[config.mk]
export PLATFORM = sky130hd
export DESIGN_NAME = rv32i_io_arbiter
export DESIGN_NICKNAME = d
export VERILOG_FILES = /design/src/rtl/rv32i_io_arbiter.sv
export SDC_FILE = /design/constraint.sdc
export NUM_CORES = 1
export LEC_CHECK = 0
export ABC_AREA = 1
export CAP_MARGIN = 30
export CORE_UTILIZATION = 38
export CTS_CLUSTER_SIZE = 14
export DETAILED_ROUTE_END_ITERATION = 12
export HOLD_SLACK_MARGIN = 0.08
export PLACE_DENSITY = 0.77
export SLEW_MARGIN = 20
export SYNTH_ARGS = -nofsm -noshare
export SYNTH_HDL_FRONTEND = slang
export SYNTH_SLANG_ARGS = --single-unit
[constraint.sdc]
create_clock -name clk -period 1.3 [get_ports clk]
set_clock_uncertainty 0.1 [all_clocks]
set_input_delay 0.26 -clock clk [delete_from_list [all_inputs] [get_ports clk]]
set_output_delay 0.26 -clock clk [all_outputs]
set_load 0.01 [all_outputs]
[src/rtl/rv32i_io_arbiter.sv]
// rtl/rv32i_io_arbiter.sv - two-requester round-robin IO bus arbiter/sequencer
// Optional owner lock (ports lock0/lock1) enabled by defining IO_ARB_LOCK_EN.
module rv32i_io_arbiter #(
  parameter int ADDR_WIDTH = 15,
  parameter int DATA_WIDTH = 32
) (
  input  logic                  clk,
  input  logic                  reset,
`ifdef IO_ARB_LOCK_EN
  input  logic                  lock0,
  input  logic                  lock1,
`endif
  input  logic                  req0,
  input  logic                  req1,
  input  logic                  we0,
  input  logic                  we1,
  input  logic [ADDR_WIDTH-1:0] addr0,
  input  logic [ADDR_WIDTH-1:0] addr1,
  input  logic [DATA_WIDTH-1:0] wdata0,
  input  logic [DATA_WIDTH-1:0] wdata1,
  output logic                  gnt0,
  output logic                  gnt1,
  output logic                  rvalid0,
  output logic                  rvalid1,
  output logic [DATA_WIDTH-1:0] rdata0,
  output logic [DATA_WIDTH-1:0] rdata1,
  output logic                  io_we,
  output logic [ADDR_WIDTH-1:0] io_addr,
  output logic [DATA_WIDTH-1:0] io_wdata,
  input  logic [DATA_WIDTH-1:0] io_rdata,
  output logic                  busy
);

  typedef enum logic [1:0] {S_IDLE, S_ACCESS, S_RESP} state_t;

  state_t                r_state;
  state_t                w_next;
  logic                  r_last;
  logic                  r_owner;
  logic                  r_we;
  logic [ADDR_WIDTH-1:0] r_addr;
  logic [DATA_WIDTH-1:0] r_wdata;
  logic [DATA_WIDTH-1:0] r_rdata0;
  logic [DATA_WIDTH-1:0] r_rdata1;
  logic                  w_arb;
  logic                  w_win;
  logic                  w_upd_last;

  // Arbitration is only open outside ACCESS, so a requester's req during its own gnt is ignored.
  always_comb begin
    w_arb      = (r_state != S_ACCESS) && (req0 || req1);
    w_win      = (req0 && req1) ? ~r_last : req1;
    w_upd_last = 1'b1;
`ifdef IO_ARB_LOCK_EN
    if (r_state == S_RESP && (r_owner ? (lock1 && req1) : (lock0 && req0))) begin
      w_win      = r_owner;
      w_upd_last = 1'b0;
    end
`endif
  end

  always_ff @(posedge clk) begin
    if (!reset) r_state <= S_IDLE;
    else        r_state <= w_next;
  end

  always_comb begin
    w_next = r_state;
    case (r_state)
      S_IDLE:   if (w_arb) w_next = S_ACCESS;
      S_ACCESS: w_next = S_RESP;
      S_RESP:   w_next = w_arb ? S_ACCESS : S_IDLE;
      default:  w_next = S_IDLE;
    endcase
  end

  always_ff @(posedge clk) begin
    if (!reset) begin
      r_last   <= 1'b1;
      r_owner  <= 1'b0;
      r_we     <= 1'b0;
      r_addr   <= '0;
      r_wdata  <= '0;
      r_rdata0 <= '0;
      r_rdata1 <= '0;
    end else begin
      if (w_arb) begin
        r_owner <= w_win;
        r_we    <= w_win ? we1 : we0;
        r_addr  <= w_win ? addr1 : addr0;
        r_wdata <= w_win ? wdata1 : wdata0;
        if (w_upd_last) r_last <= w_win;
      end
      if (r_state == S_RESP) begin
        if (r_owner) r_rdata1 <= io_rdata;
        else         r_rdata0 <= io_rdata;
      end
    end
  end

  // Read data passes straight through in RESP; otherwise each side keeps its last response.
  always_comb begin
    gnt0     = (r_state == S_ACCESS) && !r_owner;
    gnt1     = (r_state == S_ACCESS) &&  r_owner;
    rvalid0  = (r_state == S_RESP)   && !r_owner;
    rvalid1  = (r_state == S_RESP)   &&  r_owner;
    rdata0   = rvalid0 ? io_rdata : r_rdata0;
    rdata1   = rvalid1 ? io_rdata : r_rdata1;
    io_we    = (r_state == S_ACCESS) && r_we;
    io_addr  = r_addr;
    io_wdata = r_wdata;
    busy     = (r_state != S_IDLE);
  end

endmodule
# Word-level counts from Yosys, hierarchy flattened
# Index checks and enable logic that the tools add are counted.
# W data, S select, Z words.
[word_totals]
in_bits = 132
mem_bits_rw = 0
reg_bits = 116
latchBits = 0
mem_bits_ro = 0
out_inout_bits = 117
mem_count = 0
[op_classes]
reduce_logical = 13
bitwise = 2
addsub = 0
div_mod_pow = 0
order_cmp = 0
mux = 9
eq_ne = 4
shifts = 0
mul = 0
[op_table]
columns = ["operator", "n"]
rows = [
  ["$mux W32", 3],
  ["$mux W15", 1],
  ["$logic_and A1 B1 Y1", 7],
  ["$pmux W2 S3", 1],
  ["$reduce_and A2 Y1", 2],
  ["$mux W1", 3],
  ["$eq A2 B1 Y1 const B", 1],
  ["$eq A2 B2 Y1 const B", 1],
  ["$logic_not A2 Y1", 1],
  ["$mux W2", 1],
  ["$ne A2 B1 Y1 const B", 1],
  ["$ne A2 B2 Y1 const B", 1],
  ["$not A1 Y1", 2],
  ["$reduce_bool A2 Y1", 1],
  ["$logic_not A1 Y1", 1],
  ["$logic_or A1 B1 Y1", 1],
]

# Depth between registers and ports, before layout
[logic_depth]
depth_word = 4
mapped_depth = 8
depth_no_buf = 6

# Least setup slack after synthesis
# No wires, ideal clock.
[synth_path]
kind = "flip-flop to output port"
startpoint = "register r_state[1]"
endpoint = "output rdata1[10]"
path_buffers = 2
stages_incl_launch_ff = 8
setup_slack_ns = -0.134
arrival_time_ns = 1.074
cell_sequence = "dfxtp_1 inv_2 nor2_2 nand2_1 buf_2 buf_2 o21ai_1 inv_1"
[synth_between]
elab_chain_cells = 3
[synth_lines]
columns = ["element", "line_no", "rtl"]
rows = [
  ["start, declared", "36", "state_t r_state;"],
  ["start signal, assigned", "64", "else r_state <= w_next;"],
  ["$eq A2 B2 Y1", "106", "rvalid1 = (r_state == S_RESP) && r_owner;"],
  ["$logic_and A1 B1 Y1", "106", ""],
  ["$mux W32", "108", "rdata1 = rvalid1 ? io_rdata : r_rdata1;"],
  ["end, declared", "26", "output logic [DATA_WIDTH-1:0] rdata1,"],
]
# No other way between the ends.

# Final worst setup path
[layout_path]
startpoint = "register r_state[1]"
endpoint = "output rdata1[26]"
# Same word-level chain as after synthesis.

==> impl_metrics.json <==
{
  "status": "finished, violations left",
  "violations": "negative setup slack",
  "synth.cell_area_um2": 5600,
  "antenna_cells": 0,
  "wl_met3_mm": 1.66,
  "crit_required_ns": 0.94,
  "fin_nets": 1427,
  "final_area_um2": 10700,
  "syn2layout_area_growth_pct": 90.1,
  "cts_tree": "built",
  "critical_path_buf_inv_count": 6,
  "drc": 0,
  "grt_max_degree": 51,
  "rsz0062_at_grt": "true",
  "power_density_nw_per_um2": 1070,
  "worst_slack_ns": -0.903,
  "synthCells": 946,
  "drt-pass1-iter-count": 4,
  "drive_above_1_share_pct": 34.9,
  "viasPerCell": 4.45,
  "fmax_ghz": 0.454,
  "power.leakage_uw": 0.00584,
  "syn_nets": 1078,
  "synth_cell_types": 15,
  "path_cells": "inv_2 > nor2_4 > buf_12 > nand2_8 > clkbuf_16 > buf_12 > o21ai_4 > inv_2 > buf_6",
  "grt_antenna_before_repair": 0,
  "clkLatencyLatePin_ns": 0.40,
  "hold_buffers": 0,
  "start_util_pct": 38.7,
  "die_area_um2": 15200,
  "grt_pass1_wl_mm": 26.3,
  "wl_met1_mm": 8.00,
  "cts_inserted_buffers": 17,
  "placed_area_um2": 8840,
  "vias": 6640,
  "worst-endpoint-arrival_ns": 1.84,
  "final_common_cell": "nand2_1",
  "clock_path_buffers": 2,
  "crit_type": "flop to primary output",
  "ant_nets": 0,
  "layout.cells.non_filler": 1492,
  "drt_iter0_drc": 273,
  "pin_count": 249,
  "syn_avg_cell_area_um2": 5.92,
  "dp_cells": 1397,
  "fill_cells": 1080,
  "num_rows": 44,
  "setup.worst_path.start_class": "flop",
  "startpoint": "r_state[1]",
  "final_cell_mix": "nand2_1, nor2_1, inv_1",
  "multi_input_area_um2": 3010,
  "regArea_um2": 2330,
  "holdCritPathClass": "input pin to flop",
  "hold_viol_final": 0,
  "tightest_slew_ns": 0.295,
  "routabilityCongestion": 0.778,
  "overflow": 0,
  "synth_seq_cells": 116,
  "slew_viol_final": 0,
  "dp_hpwl_mm": 11.0,
  "r2r-start": "r_state[1]",
  "drt_wl_total_mm": 20.8,
  "critPathSlowestCell": "dfxtp_2",
  "irDropWorstVdd_v": 0.000865,
  "path_clk_slew_ns": 0.05,
  "drv_cap": 0,
  "wl_met2_mm": 10.5,
  "critPathCaptureType": "primary output",
  "htreeDepth": 4,
  "cts_root_buf": "clkbuf_16",
  "track_usage_pct": 22.5,
  "grt_pass1_vias": 5633,
  "path_max_fanout": 8,
  "final.period_utilization_pct": 169,
  "numPortBuffers": 248,
  "chipHeight_um": 123,
  "worstHoldStart": "reset",
  "setup-tns-final_ns": -69.91,
  "min_period_ns": 2.20,
  "die_w_um": 123,
  "maxSlewHeadroom_pct": 80.3,
  "path_delay_family": "buffers and inverters",
  "dr.max_layer_used": "met4",
  "yosysWarnings": 0,
  "seq_area_frac_synth_pct": 41.4,
  "core_area_um2": 14500,
  "cts_sinks": 116,
  "slowest_delay_ns": 0.33,
  "wl_per_cell_um": 14.0,
  "dp_slack_ns": -0.625,
  "setup_viol": 183,
  "rrSetupSlack_ns": -0.40
}
[where the power goes]
group / switching (µW) / internal (µW)
Combinational: 1440 / 1440
Clock: 1630 / 3010
Sequential: 98.8 / 3800
[layer usage]
| layer | vias up | track usage, % |
|---|---|---|
| met5 | - | 0 |
| met4 | 0 | 8.96 |
| met3 | 54 | 7.70 |
| met2 | 262 | 40.0 |
| met1 | 2962 | 24.4 |
| li1 | 3362 | - |
[repair_timing]
item | CTS | global route
gates cloned | 7 | 16
endpoints found under the hold margin | 0 | 0
setup buffers | 10 | 35
setup endpoints to repair | 206 | 175
gates resized for setup | 302 | 317
pin swaps | 6 | 39
[synthesized netlist by cell type]
library cell | n | area [µm²]
o21ai_1 | 64 | 320
clkbuf_1 | 12 | 45.0
buf_6 | 3 | 33.8
nor2_1 | 214 | 803
buf_2 | 23 | 115
a21oi_1 | 1 | 5.00
buf_1 | 2 | 7.51
nand2_1 | 267 | 1000
inv_2 | 1 | 3.75
dfxtp_1 | 116 | 2320
nor3_1 | 1 | 5.00
nor2_2 | 2 | 12.5
nand3_1 | 1 | 5.00
buf_4 | 7 | 52.6
inv_1 | 232 | 871
[logic make-up (layout without fill, tap and decap cells)]
group                  Yosys count  in the layout  synth area share (%)
DFF                            116            116                  41.4
buffers and inverters          280            641                  20.1
AOI/OAI and AO/OA               65             65                  5.80
and+or+nand+nor                485            486                  32.6
[metrics by stage]
step	hold WS, ns	util, %	total power [µW]
finish	0.226	73.6	11400
global placement	0.359	61.1	6400
detailed placement	0.373	61.1	6430
CTS	0.207	66.0	11100
floorplan	0.305	-	5080
global route	0.217	73.6	11900
[layout make-up]
cell class | count | share of cell area [%]
clock buffers | 23 | 4.58
clock inverters | 9 | 0.951
inverters | 233 | 8.27
multi-input cells | 551 | 28.2
flip-flops and latches | 116 | 21.9
well taps | 184 | 2.16
repair buffers | 376 | 33.9
[worst reg2reg max path, cell delays in order, from the launching register on]
cell     delay (ns)
dfxtp_2        0.33
inv_2          0.05
nor2_4         0.12
buf_12         0.14
nand2_8        0.13
buf_16         0.18
buf_6          0.13
o21ai_4        0.16
buf_4          0.13
buf_4          0.09
nor2_1         0.03
[registers in the layout, summed over array words and instances, names as in the netlist]
signal    cells
r_we          1
r_state       2
io_wdata     32
r_rdata0     32
r_rdata1     32
r_owner       1
r_last        1
io_addr      15
[worst paths after layout]
path             endpoint  cells past startpoint
min          io_wdata[16]                      4
min reg2reg        r_last                      2
max            rdata1[26]                      9
max reg2reg  r_rdata1[18]                     10
Note: power is estimated with default switching activity, not from simulation.
